`config.mk`:
```
export PLATFORM = sky130hd
export DESIGN_NAME = instruction_fetch_flat
export DESIGN_NICKNAME = d
export VERILOG_FILES = /design/src/rtl/instruction_fetch_if.sv /design/src/rtl/instruction_fetch.sv /design/src/flat_wrapper.sv
export SDC_FILE = /design/constraint.sdc
export NUM_CORES = 1
export LEC_CHECK = 0
export CAP_MARGIN = 0
export CORE_ASPECT_RATIO = 1.1
export CORE_MARGIN = 3
export CORE_UTILIZATION = 41
export CTS_CLUSTER_DIAMETER = 50
export CTS_CLUSTER_SIZE = 30
export DETAILED_ROUTE_END_ITERATION = 10
export PLACE_DENSITY = 0.75
export SYNTH_ARGS = -nofsm -noshare
export SYNTH_HDL_FRONTEND = slang
export SYNTH_SLANG_ARGS = --single-unit
export TNS_END_PERCENT = 10
```
`constraint.sdc`:
```
create_clock -name i_clk -period 8.3 [get_ports i_clk]
set_input_delay 0.83 -clock i_clk [delete_from_list [all_inputs] [get_ports i_clk]]
set_output_delay 0.83 -clock i_clk [all_outputs]
set_load 0.01 [all_outputs]
```
`src/rtl/instruction_fetch_if.sv`:
```
// Signal bundle between the fetch stage, instruction memory, the redirect path and decode.
// The master side is the fetch stage; the slave side is its environment.
interface instruction_fetch_if;
  logic        o_imem_req;
  logic [31:0] o_imem_addr;
  logic        i_imem_gnt;
  logic        i_imem_rvalid;
  logic [31:0] i_imem_rdata;
  logic        i_redirect;
  logic [31:0] i_redirect_pc;
  logic        o_inst_valid;
  logic [31:0] o_inst;
  logic [31:0] o_pc;
  logic        i_inst_ready;

  modport master (
    output o_imem_req, o_imem_addr, o_inst_valid, o_inst, o_pc,
    input  i_imem_gnt, i_imem_rvalid, i_imem_rdata, i_redirect, i_redirect_pc, i_inst_ready
  );

  modport slave (
    input  o_imem_req, o_imem_addr, o_inst_valid, o_inst, o_pc,
    output i_imem_gnt, i_imem_rvalid, i_imem_rdata, i_redirect, i_redirect_pc, i_inst_ready
  );
endinterface

```
`src/rtl/instruction_fetch.sv`:
```
// In-order instruction fetch: credit-limited memory requests, a small response queue toward
// decode, and redirect handling that drops every response still in flight.
module instruction_fetch #(
  parameter logic [31:0] RESET_PC = 32'h0000_0000,
  parameter int unsigned DEPTH    = 2
) (
  input  logic                i_clk,
  input  logic                i_rst,
  instruction_fetch_if.master bus
);
  localparam int unsigned PW  = (DEPTH > 1) ? $clog2(DEPTH) : 1;
  localparam int unsigned CW  = PW + 1;
  localparam logic [31:0] NOP = 32'h0000_0013;

  logic          r_run;
  logic [31:0]   r_pc;
  logic [31:0]   r_resp_pc;
  logic [31:0]   r_last_pc;
  logic [CW-1:0] r_inflight;
  logic [CW-1:0] r_discard;
  logic [CW-1:0] r_count;
  logic [PW-1:0] r_rd_ptr;
  logic [PW-1:0] r_wr_ptr;
  logic [31:0]   r_q_inst [DEPTH];
  logic [31:0]   r_q_pc   [DEPTH];

  logic [CW:0]   w_credit;
  logic          w_req;
  logic          w_fire;
  logic          w_rsp;
  logic          w_push;
  logic          w_pop;
  logic          w_valid;
  logic [31:0]   w_inst;
  logic [31:0]   w_pc;
  logic [31:0]   w_target;

  // Outstanding requests plus queued words never exceed DEPTH, so a push always has room.
  assign w_credit = {1'b0, r_inflight} + {1'b0, r_count};
  assign w_req    = r_run && (w_credit < (CW+1)'(DEPTH)) && !bus.i_redirect;
  assign w_fire   = w_req && bus.i_imem_gnt;
  assign w_rsp    = bus.i_imem_rvalid && (r_inflight != '0);
  assign w_push   = w_rsp && (r_discard == '0) && !bus.i_redirect;
  assign w_valid  = (r_count != '0);
  assign w_pop    = w_valid && bus.i_inst_ready;
  assign w_inst   = w_valid ? r_q_inst[r_rd_ptr] : NOP;
  assign w_pc     = w_valid ? r_q_pc[r_rd_ptr] : r_last_pc;
  assign w_target = bus.i_redirect_pc & ~32'h0000_0003;

  assign bus.o_imem_req   = w_req;
  assign bus.o_imem_addr  = r_pc;
  assign bus.o_inst_valid = w_valid;
  assign bus.o_inst       = w_inst;
  assign bus.o_pc         = w_pc;

  always_ff @(posedge i_clk) begin
    if (!i_rst) begin
      r_run      <= 1'b0;
      r_pc       <= RESET_PC;
      r_resp_pc  <= RESET_PC;
      r_last_pc  <= '0;
      r_inflight <= '0;
      r_discard  <= '0;
      r_count    <= '0;
      r_rd_ptr   <= '0;
      r_wr_ptr   <= '0;
    end else begin
      r_run      <= 1'b1;
      r_last_pc  <= w_pc;
      r_inflight <= r_inflight + CW'(w_fire) - CW'(w_rsp);
      if (bus.i_redirect) begin
        // Everything still outstanding after this edge belongs to the old path.
        r_pc      <= w_target;
        r_resp_pc <= w_target;
        r_discard <= r_inflight - CW'(w_rsp);
        r_count   <= '0;
        r_rd_ptr  <= '0;
        r_wr_ptr  <= '0;
      end else begin
        if (w_fire)
          r_pc <= r_pc + 32'd4;
        if (w_push) begin
          r_resp_pc <= r_resp_pc + 32'd4;
          r_wr_ptr  <= r_wr_ptr + PW'(1);
        end
        if (w_rsp && (r_discard != '0))
          r_discard <= r_discard - CW'(1);
        if (w_pop)
          r_rd_ptr <= r_rd_ptr + PW'(1);
        r_count <= r_count + CW'(w_push) - CW'(w_pop);
      end
    end
  end

  always_ff @(posedge i_clk) begin
    if (w_push) begin
      r_q_inst[r_wr_ptr] <= bus.i_imem_rdata;
      r_q_pc[r_wr_ptr]   <= r_resp_pc;
    end
  end
endmodule

```
`src/flat_wrapper.sv`:
```
// flat-port wrapper written by rule: the top's interface ports become plain ports
module instruction_fetch_flat 
#(
  parameter logic [31:0] RESET_PC = 32'h0000_0000,
  parameter int unsigned DEPTH    = 2
)
  (i_clk, i_rst, bus_o_imem_req, bus_o_imem_addr, bus_o_inst_valid, bus_o_inst, bus_o_pc, bus_i_imem_gnt, bus_i_imem_rvalid, bus_i_imem_rdata, bus_i_redirect, bus_i_redirect_pc, bus_i_inst_ready);
  instruction_fetch_if bus_i ();
  input  logic i_clk;
  input  logic i_rst;
  output wire logic [$bits(bus_i.o_imem_req)-1:0] bus_o_imem_req;
  output wire logic [$bits(bus_i.o_imem_addr)-1:0] bus_o_imem_addr;
  output wire logic [$bits(bus_i.o_inst_valid)-1:0] bus_o_inst_valid;
  output wire logic [$bits(bus_i.o_inst)-1:0] bus_o_inst;
  output wire logic [$bits(bus_i.o_pc)-1:0] bus_o_pc;
  input wire logic [$bits(bus_i.i_imem_gnt)-1:0] bus_i_imem_gnt;
  input wire logic [$bits(bus_i.i_imem_rvalid)-1:0] bus_i_imem_rvalid;
  input wire logic [$bits(bus_i.i_imem_rdata)-1:0] bus_i_imem_rdata;
  input wire logic [$bits(bus_i.i_redirect)-1:0] bus_i_redirect;
  input wire logic [$bits(bus_i.i_redirect_pc)-1:0] bus_i_redirect_pc;
  input wire logic [$bits(bus_i.i_inst_ready)-1:0] bus_i_inst_ready;
  assign bus_o_imem_req = bus_i.o_imem_req;
  assign bus_o_imem_addr = bus_i.o_imem_addr;
  assign bus_o_inst_valid = bus_i.o_inst_valid;
  assign bus_o_inst = bus_i.o_inst;
  assign bus_o_pc = bus_i.o_pc;
  assign bus_i.i_imem_gnt = bus_i_imem_gnt;
  assign bus_i.i_imem_rvalid = bus_i_imem_rvalid;
  assign bus_i.i_imem_rdata = bus_i_imem_rdata;
  assign bus_i.i_redirect = bus_i_redirect;
  assign bus_i.i_redirect_pc = bus_i_redirect_pc;
  assign bus_i.i_inst_ready = bus_i_inst_ready;
  instruction_fetch #(.RESET_PC(RESET_PC), .DEPTH(DEPTH)) u_core (.i_clk(i_clk), .i_rst(i_rst), .bus(bus_i));
endmodule
```
==> metrics, run 1 <==
TritonCTS Sinks=226; post-route ant nets=0; peak supply drop=around 0.13 mV; initial antenna violation count=0; met1 global-route usage=0.238; CTS root buffer=clkbuf_16; Buf+Inv Stages, Crit Path=3; instance count on the critical path=6; Max Root-Sink Buffers=3; P&R area growth vs syn=26.4%; H-tree depth=1; CP arrival=2.90 ns; yosys warns=0; PwrDens=208 nW/um2; share of cells above drive strength 1=0.0563; status=complete, no violations; Crit-path slowest cell=or4b_4; worst-path cell chain=inv_1 -> nor2_1 -> fa_1 -> or4b_4 -> inv_1 -> clkdlybuf4s50_1; LEAKAGE=~3.9 nW; multi-input logic area=3510 um2; Final WS setup=4.57 ns; I/O Pins=roughly 170; vias per cell=5.42; Mapped Area=between 9000 and 10000 um2; Filler Cells Inserted=1918; CTS clk-pin slew, worst paths=0.08 ns; hold crit path type=reg -> reg; EDFF count, synth=124; final hold vios=0; Row Count=57; critical path required time=7.47 ns; vias in the first global route=between 6000 and 7000; ys async rst share=0; setup violators final=0; initial core utilization=0.424; met2 usage=0.266; Cell variety after synth=55; Post-DP HPWL=~15 mm; gpl congestion=0.859; Crit path max-delay family=buffers and inverters; first-pass GRT wire length=~35 mm; global-route congestion overflow total=0; # DRC=0; port bufs=between 150 and 200; Tot GR Track Use=0.168; Core ar.=22500 um2; Post-Route Skew=0.0279 ns; # diodes=0; Clock Latency Late Sink=0.51 ns; CP Launch Type=flip-flop; post-layout util=0.536; CTS tree=done; die width=roughly 150 um; Worst Min Path Start=u_core.r_last_pc[1]; vias=6995; Nets=1060; Slew HR=0.261; Hold Crit Depth=1; Main synth FF type=edfxtp_1; Chip Height=166 um; Least-Margin Pin Slew=1.11 ns; CTS resizes=0; sequential cell area=5770 um2; initial DRC count=420; reg2reg path depth=7; Detailed Routing Iterations Pass 1=5; Crit Path Max Fanout=4; crit-path max cell delay=0.60 ns; Num CTS Buffers=19; Tcrit/Tclk final=0.449; M3 GR Usage=0.0349; crit path kind=reg -> out; sequential share of the synthesized area=0.605; final WL=21.8 mm; die area=~25000 um2; largest net degree at the start of global routing=95; Fmax=268 MHz; max-slew violation count=0; unrepaired setup endpoints after global routing=no; most frequent CP cell=inv_1; Seq cells post-synth=226; RR Startpoint=u_core.r_inflight[0]; post-layout min period=between 3 and 4 ns; max-cap violation count=0; pre-CTS setup slack=~4.9 ns; routed length per instance=16.9 um; busiest layer in global routing=met2; Post-Syn Instances=835; # hold bufs at CTS=0; Mean Syn Cell Area=11.4 um2; Final TNS setup=0 ns; post-CTS setup buffers=0; crit path from=u_core.r_inflight[0]; Setup crit end kind=primary output
[routing by layer]
layer | vias up | share of wire
met5 | - | 0
met4 | 0 | 0.018
met3 | 34 | 0.085
met2 | 247 | 0.46
met1 | 3300 | 0.44
li1 | 3414 | -
[through the flow]
step / instance area, um2 / power, mW / cells / hold WS, ns
2_1_floorplan: 9530 / 1.49 / 836 / 0.424
3_3_place_gp: 11400 / 1.63 / 1256 / 0.457
4_1_cts: 12000 / 2.53 / 1290 / 0.480
5_1_grt: 12000 / 2.62 / 1290 / 0.497
3_5_place_dp: 11400 / 1.64 / 1256 / 0.463
6_report: 12000 / 2.50 / 1290 / 0.483
[placed cells by master (no fill, tap or decap), drive strengths merged, types with 10 or more instances in the layout]
| cell | Yosys | final |
|---|---|---|
| o21ai | 67 | 67 |
| clkdlybuf4s50 | 0 | 161 |
| and3 | 11 | 11 |
| a31oi | 13 | 13 |
| nor4 | 13 | 13 |
| dfxtp | 102 | 102 |
| a21oi | 21 | 21 |
| clkbuf | 38 | 19 |
| nand3 | 17 | 17 |
| xnor2 | 13 | 13 |
| edfxtp | 124 | 124 |
| nand2 | 61 | 61 |
| buf | 9 | 11 |
| or3 | 10 | 10 |
| mux2i | 63 | 63 |
| a211oi | 22 | 22 |
| and2 | 40 | 40 |
| nand4 | 21 | 21 |
| and4 | 18 | 18 |
| nor3 | 23 | 23 |
| inv | 20 | 28 |
| nor2 | 54 | 54 |
[state kept, by name, indices dropped and copies added, names as in the netlist, named ones only]
signal                  flops
u_core.r_last_pc           32
u_core.r_inflight           2
u_core.r_rd_ptr             1
u_core.r_count              2
u_core.r_wr_ptr             1
u_core.r_discard            2
u_core.bus.o_imem_addr     30
u_core.r_run                1
u_core.r_q_inst            64
u_core.r_resp_pc           30
u_core.r_q_pc              60
[kinds of logic (layout without fill, tap and decap cells)]
logic type / count (synthesis) / after routing / share of synthesized area
AO/OA/AOI/OAI: 156 / 156 / 0.101
XOR/XNOR: 21 / 21 / 0.0193
adder cells (fa/ha/maj): 8 / 8 / 0.0113
buffers and inverters: 67 / 226 / 0.0284
flip-flops: 226 / 226 / 0.605
multiplexers: 63 / 63 / 0.0662
other: 1 / 2 / 0.000393
AND/OR/NAND/NOR: 293 / 293 / 0.168
[report_power, final]
part	leakage, nW	internal, mW	switching [mW]
clock	0.301	0.451	0.442
combinational	1.67	0.148	0.161
sequential	1.97	1.25	0.0526
[cells in the mapped netlist (3+ instances only)]
library cell | instances | area share
o311ai_0 | 4 | 0.0037
nand2_1 | 61 | 0.024
edfxtp_1 | 124 | 0.39
inv_1 | 20 | 0.0079
a31o_2 | 3 | 0.0028
nand3_1 | 17 | 0.0089
a211oi_1 | 22 | 0.017
nand4_1 | 21 | 0.014
o31ai_1 | 5 | 0.0039
or4_1 | 8 | 0.0063
a31oi_1 | 13 | 0.0085
a311oi_1 | 6 | 0.0055
buf_1 | 4 | 0.0016
ha_1 | 7 | 0.0092
nor2b_1 | 5 | 0.0033
nor2_1 | 54 | 0.021
and2_1 | 40 | 0.026
or3_1 | 10 | 0.0066
clkbuf_1 | 37 | 0.015
o211ai_1 | 3 | 0.0024
mux2i_1 | 63 | 0.066
xnor2_1 | 13 | 0.012
a21oi_1 | 21 | 0.011
xor2_1 | 8 | 0.0074
and3_1 | 11 | 0.0072
nor3_1 | 23 | 0.012
dfxtp_1 | 102 | 0.21
nor4_1 | 11 | 0.0072
o21ai_0 | 67 | 0.035
and4_1 | 18 | 0.017
o21a_1 | 4 | 0.0032
[cell type report]
cell class                 count  area share
sequential                   226       0.479
clock inverter                15      0.0132
timing repair buffer         172       0.140
multi-input combinational    543       0.291
clock buffer                  19      0.0395
tap                          295      0.0306
inverter                      20     0.00623
[worst paths after layout]
kind	endpoint	slack, ns
setup / recovery	bus_o_imem_req	4.57
hold / removal	u_core.r_last_pc[1]	0.48
setup reg to reg	u_core.bus.o_imem_addr[29]	5.37
hold reg to reg	u_core.r_last_pc[1]	0.48
Power figures use the tool's default switching activity.
==> run 2: changes to the inputs <==
--- a/config.mk
+++ b/config.mk
@@ -12,7 +12,7 @@
 export CTS_CLUSTER_DIAMETER = 50
 export CTS_CLUSTER_SIZE = 30
 export DETAILED_ROUTE_END_ITERATION = 10
-export PLACE_DENSITY = 0.75
+export PLACE_DENSITY = 0.77
 export SYNTH_ARGS = -nofsm -noshare
 export SYNTH_HDL_FRONTEND = slang
 export SYNTH_SLANG_ARGS = --single-unit
==> constraint.sdc (replaced) <==
create_clock -name i_clk -period 3.2 [get_ports i_clk]
set_input_delay 0.32 -clock i_clk [delete_from_list [all_inputs] [get_ports i_clk]]
set_output_delay 0.32 -clock i_clk [all_outputs]
set_load 0.01 [all_outputs]
==> metrics, run 2 (synthesis gave the netlist of run 1 again) <==
status=complete, no violations; Fin Hold WS=0.317 ns (-0.166 ns); Clock Power Share=0.366 (+0.009); I/O Pins=168 (unchanged); Least-Margin Pin Slew=0.872 ns (-0.236 ns); CTS tree=done; Area after DPL=11600 um2 (+1.3%); # hold bufs at CTS=0 (unchanged); TritonCTS Sinks=226 (unchanged); CP arrival=2.45 ns (-0.45 ns); PwrDens=542 nW/um2 (+160%); CTS clk-pin slew, worst paths=0.08 ns (about the same); Worst Min Path Start=i_rst; commonest cells after routing, fill and taps aside=160 x clkdlybuf4s50_1, 124 x edfxtp_1, 101 x dfxtp_1; Nets=1070 (+0.94%); Tot GR Track Use=0.168 (-0.000324); RR Endpoint=u_core.bus.o_imem_addr[25]; Logic pwr share=0.125 (+0.002); hold crit path type=in -> reg; critical path required time=2.88 ns (-4.59 ns); share of cells above drive strength 1=0.0667 (+0.0105); post-route ant nets=0 (unchanged); first-pass GRT wire length=35.0 mm (+1.0%); biggest regs=u_core.r_q_inst x64, u_core.r_q_pc x60, u_core.r_last_pc x32; reg2reg path depth=8 (+1); Tcrit/Tclk final=0.865; max-cap violation count=0 (unchanged); max-slew violation count=0 (unchanged); RR Startpoint=u_core.r_inflight[0]; Final TNS setup=0 ns (unchanged); Psw=1.67 mW (+150%); CP Launch Type=flip-flop; register share of total power=0.509 (-0.011); die area=25100 um2 (unchanged); Num CTS Buffers=19 (unchanged); initial core utilization=0.424 (unchanged); Hold Crit Depth=3 (+2); vias=7056 (+0.87%); Core ar.=22500 um2 (unchanged); final non-filler cell total=1299 (+0.70%); die width=151 um (unchanged); # DRC=0 (unchanged); Slew HR=0.413 (+0.152); initial antenna violation count=0 (unchanged); Detailed Routing Iterations Pass 1=5 (unchanged); Reg2Reg Setup Slack=0.54 ns (-4.83 ns); largest net degree at the start of global routing=85 (-11%); H-tree depth=1 (unchanged); post-route cell area=12200 um2 (+1.5%); setup violators final=0 (unchanged); post-layout min period=~2.8 ns; Post-Route Skew=0.0148 ns (-0.0131 ns); Chip Height=166 um (unchanged); final hold vios=0 (unchanged); Crit Path Max Fanout=4 (unchanged); Row Count=57 (unchanged); P&R area growth vs syn=28.3%; Fmax=roughly 360 MHz; port bufs=163 (unchanged); vias per cell=5.43 (+0.17%); final WL=21.8 mm (+0.28%); Setup crit end kind=primary output; Post-DP HPWL=15.4 mm (+6.0%); LEAKAGE=4.04 nW (+2.5%); crit path kind=reg -> out; WHS Endpoint=u_core.r_wr_ptr; Power Internal=4.96 mW (+170%); vias in the first global route=6817 (+1.6%); CTS root buffer=clkbuf_16; commonest non-fill, non-tap cell in the layout=clkdlybuf4s50_1; routed length per instance=16.8 um (-0.41%); Post-Place Cells=1266 (+0.80%); sw frac=0.251 (-0.0103); Clock Latency Late Sink=0.49 ns (-0.02 ns); initial DRC count=486 (+16%); max reg flops=64 (unchanged); global-route congestion overflow total=0 (unchanged); # diodes=0 (unchanged); peak supply drop=0.286 mV (+120%); gpl congestion=0.888 (+3.3%); most flop-heavy register=u_core.r_q_inst; unrepaired setup endpoints after global routing=no; Max Root-Sink Buffers=3 (unchanged)
[run 2: area by class of cell]
class,count,area [um2]
flip-flops and latches,226,5770
fillers,1904,10200
clock inverters,14,193
repair buffers,182,1830
multi-input cells,543,3520
clock buffers,19,475
inverters,20,75.1
well taps,295,369
[run 2: repair_timing]
action	4_1_cts	5_1_grt
pin swaps	0	1
endpoints found under the setup margin	1	1
gates resized for setup	1	2
buffers inserted	0	0
[run 2: through the flow]
| stage | utilization | total power [mW] | setup WS [ns] |
|---|---|---|---|
| 2_1_floorplan | - | 3.85 | 0.121 |
| 3_3_place_gp | 0.515 | 4.24 | 0.555 |
| 3_5_place_dp | 0.515 | 4.27 | 0.516 |
| 4_1_cts | 0.544 | 6.69 | 0.0537 |
| 5_1_grt | 0.544 | 6.92 | 0.343 |
| 6_report | 0.544 | 6.62 | 0.431 |
[run 2: worst max-delay path by stage]
stage                               from  depth (start not counted)                          to
finish              u_core.r_inflight[0]                          6              bus_o_imem_req
global route           u_core.r_count[1]                          5                 bus_o_pc[4]
CTS                 u_core.r_inflight[0]                          6              bus_o_imem_req
detailed placement  u_core.r_inflight[0]                          8  u_core.bus.o_imem_addr[25]
global placement       u_core.r_count[0]                          6              bus_o_imem_req
floorplan            u_core.r_discard[0]                          6       u_core.r_q_inst[1][0]
[run 2: power groups by stage]
| stage | Clock (mW) | Sequential, mW | Combinational [mW] |
|---|---|---|---|
| 2_1_floorplan | 0 | 3.41 | 0.436 |
| 3_3_place_gp | 0 | 3.43 | 0.811 |
| 3_5_place_dp | 0 | 3.44 | 0.829 |
| 4_1_cts | 2.48 | 3.37 | 0.836 |
| 5_1_grt | 2.61 | 3.40 | 0.913 |
| 6_report | 2.42 | 3.37 | 0.828 |
[run 2: layer usage]
layer	vias up	global-route usage	share of wire
met4	0	0.0359	0.014
met5	-	0	0
met3	27	0.0317	0.096
li1	3437	-	-
met1	3287	0.238	0.44
met2	305	0.269	0.46
[run 2: worst max-delay path: stages, from the launching register on]
cell and delay (ns):
dfxtp_1 0.37, inv_1 0.08, nor2_2 0.14, fa_1 0.47
or4b_4 0.60, inv_2 0.13, dlymetal6s2s_1 0.17
==> run 3: changes to the inputs <==
--- a/config.mk
+++ b/config.mk
@@ -5,9 +5,10 @@
 export SDC_FILE = /design/constraint.sdc
 export NUM_CORES = 1
 export LEC_CHECK = 0
+export ABC_CLOCK_PERIOD_IN_PS = 3200
 export CAP_MARGIN = 0
 export CORE_ASPECT_RATIO = 1.1
-export CORE_MARGIN = 3
+export CORE_MARGIN = 2
 export CORE_UTILIZATION = 41
 export CTS_CLUSTER_DIAMETER = 50
 export CTS_CLUSTER_SIZE = 30
==> metrics, run 3 (synthesis gave the netlist of run 1 again) <==
gpl congestion=0.885 (-0.25%); CTS clk-pin slew, worst paths=0.08 ns (about the same); I/O Pins=168 (unchanged); Nets=1072 (+0.19%); Tcrit/Tclk final=0.962 (+0.0966); P&R area growth vs syn=28.0%; RR Endpoint=u_core.bus.o_imem_addr[25]; TritonCTS Sinks=226 (unchanged); Crit-path slowest cell=or4b_4; global-route congestion overflow total=0 (unchanged); share of cells above drive strength 1=0.0696 (+0.00285); Post-DP HPWL=15.2 mm (-1.3%); initial antenna violation count=0 (unchanged); Slew HR=0.448 (+0.0351); Crit Path Max Fanout=4 (unchanged); worst-path cell chain=inv_1 -> nor2_2 -> fa_1 -> or4b_4 -> inv_2 -> clkdlybuf4s50_1; routed length per instance=16.8 um (about the same); Fmax=325 MHz (-10%); Num CTS Buffers=18 (-1); LEAKAGE=4.02 nW (-0.49%); Final TNS setup=0 ns (unchanged); Final WS setup=0.122 ns (-0.309 ns); Row Count=58 (+1.8%); CP Launch Type=flip-flop; hold crit path type=in -> reg; initial DRC count=444 (-8.6%); H-tree depth=1 (unchanged); crit-path max cell delay=0.60 ns (about the same); # diodes=0 (unchanged); RR Startpoint=u_core.r_count[0]; status=complete, no violations; largest net degree at the start of global routing=64 (-25%); commonest non-fill, non-tap cell in the layout=clkdlybuf4s50_1; initial core utilization=0.417 (-0.00731); Post-Route Skew=0.0221 ns (+0.00727 ns); vias=7061 (+0.071%); max-slew violation count=0 (unchanged); instance count on the critical path=6 (unchanged); final hold vios=0 (unchanged); Clock Latency Late Sink=0.49 ns (about the same); peak supply drop=0.400 mV (+40%); die area=24500 um2 (-2.5%); commonest cells after routing, fill and taps aside=161 x clkdlybuf4s50_1, 124 x edfxtp_1, 99 x dfxtp_1; Least-Margin Pin Slew=0.820 ns (-0.0521 ns); unrepaired setup endpoints after global routing=no; CTS root buffer=clkbuf_16; CP arrival=2.76 ns (+0.31 ns); post-route ant nets=0 (unchanged); post-CTS setup buffers=0 (unchanged); final WL=22.0 mm (+0.59%); Crit path max-delay family=buffers and inverters; Max Root-Sink Buffers=3 (unchanged); setup violators final=0 (unchanged); CTS tree=done; max reg flops=64 (unchanged); pre-CTS setup slack=0.552 ns (+0.0360 ns); reg2reg path depth=8 (unchanged); Hold Crit Depth=3 (unchanged); crit path from=u_core.r_count[0]; Buf+Inv Stages, Crit Path=3 (unchanged); PwrDens=538 nW/um2 (-0.70%); Detailed Routing Iterations Pass 1=5 (unchanged); post-layout min period=3.08 ns (+0.309 ns); biggest regs=u_core.r_q_inst x64, u_core.r_q_pc x60, u_core.r_last_pc x32; Reg2Reg Setup Slack=0.62 ns (+0.08 ns); first-pass GRT wire length=34.6 mm (-1.2%); Core ar.=22900 um2 (+1.8%); max-cap violation count=0 (unchanged); Chip Height=164 um (-1.2%); vias in the first global route=6770 (-0.69%); Setup crit end kind=primary output; critical path required time=2.88 ns (about the same); port bufs=163 (unchanged); Tot GR Track Use=0.176 (+0.00771); CP endpoint=bus_o_imem_req; vias per cell=5.41 (-0.47%); die width=149 um (-1.3%); # DRC=0 (unchanged); most flop-heavy register=u_core.r_q_inst; # hold bufs at CTS=0 (unchanged); crit path kind=reg -> out
## run 3: cell type report
class                           count  area, um2
Fill cell                        1934      10700
Sequential cell                   226       5770
Multi-Input combinational cell    543       3520
Timing Repair Buffer              185       1810
Clock buffer                       20        489
Tap cell                          300        375
Clock inverter                     12        151
Inverter                           20       75.1
## run 3: metrics by stage
stage / instances / util / hold WS (ns) / total power [mW] / instance area (um2)
after floorplan: 836 / - / 0.348 / 3.85 / 9550
after global placement: 1274 / 0.505 / 0.457 / 4.24 / 11500
after detailed placement: 1274 / 0.505 / 0.467 / 4.26 / 11500
after CTS: 1306 / 0.533 / 0.208 / 6.62 / 12200
after global routing: 1306 / 0.533 / 0.224 / 6.84 / 12200
final: 1306 / 0.533 / 0.225 / 6.56 / 12200
## run 3: where the power goes
| part | total, mW | internal, mW | switching (mW) |
|---|---|---|---|
| Combinational | 0.825 | 0.400 | 0.426 |
| Clock | 2.36 | 1.25 | 1.10 |
| Sequential | 3.38 | 3.24 | 0.134 |
## run 3: worst min-delay path by stage
stage,end,startpoint
floorplan,u_core.r_run,i_rst
global placement,u_core.r_last_pc[0],u_core.r_last_pc[0]
detailed placement,u_core.r_last_pc[0],u_core.r_last_pc[0]
CTS,u_core.bus.o_imem_addr[21],bus_i_redirect
global route,u_core.bus.o_imem_addr[25],bus_i_redirect
finish,u_core.bus.o_imem_addr[21],bus_i_redirect
## run 3: per-layer routing
layer | up-vias | track usage | routed length [um]
li1 | 3437 | - | -
met1 | 3314 | 0.244 | 9790
met2 | 289 | 0.283 | 10100
met3 | 21 | 0.0347 | 1820
met4 | 0 | 0.0455 | 285
met5 | - | 0 | 0
## run 3: worst reg2reg max path: cells and delay by family, from the launching register on
kind / cells / cell delay [ns]
adder cells (fa/ha/maj): 1 / 0.52
flip-flops: 1 / 0.34
buffers and inverters: 2 / 0.22
AO/OA/AOI/OAI: 1 / 0.17
AND/OR/NAND/NOR: 4 / 1.26
## run 3: what timing repair did
item / in CTS / in global routing
pin swaps: 0 / 1
resized for setup: 1 / 3
setup endpoints to repair: 1 / 1
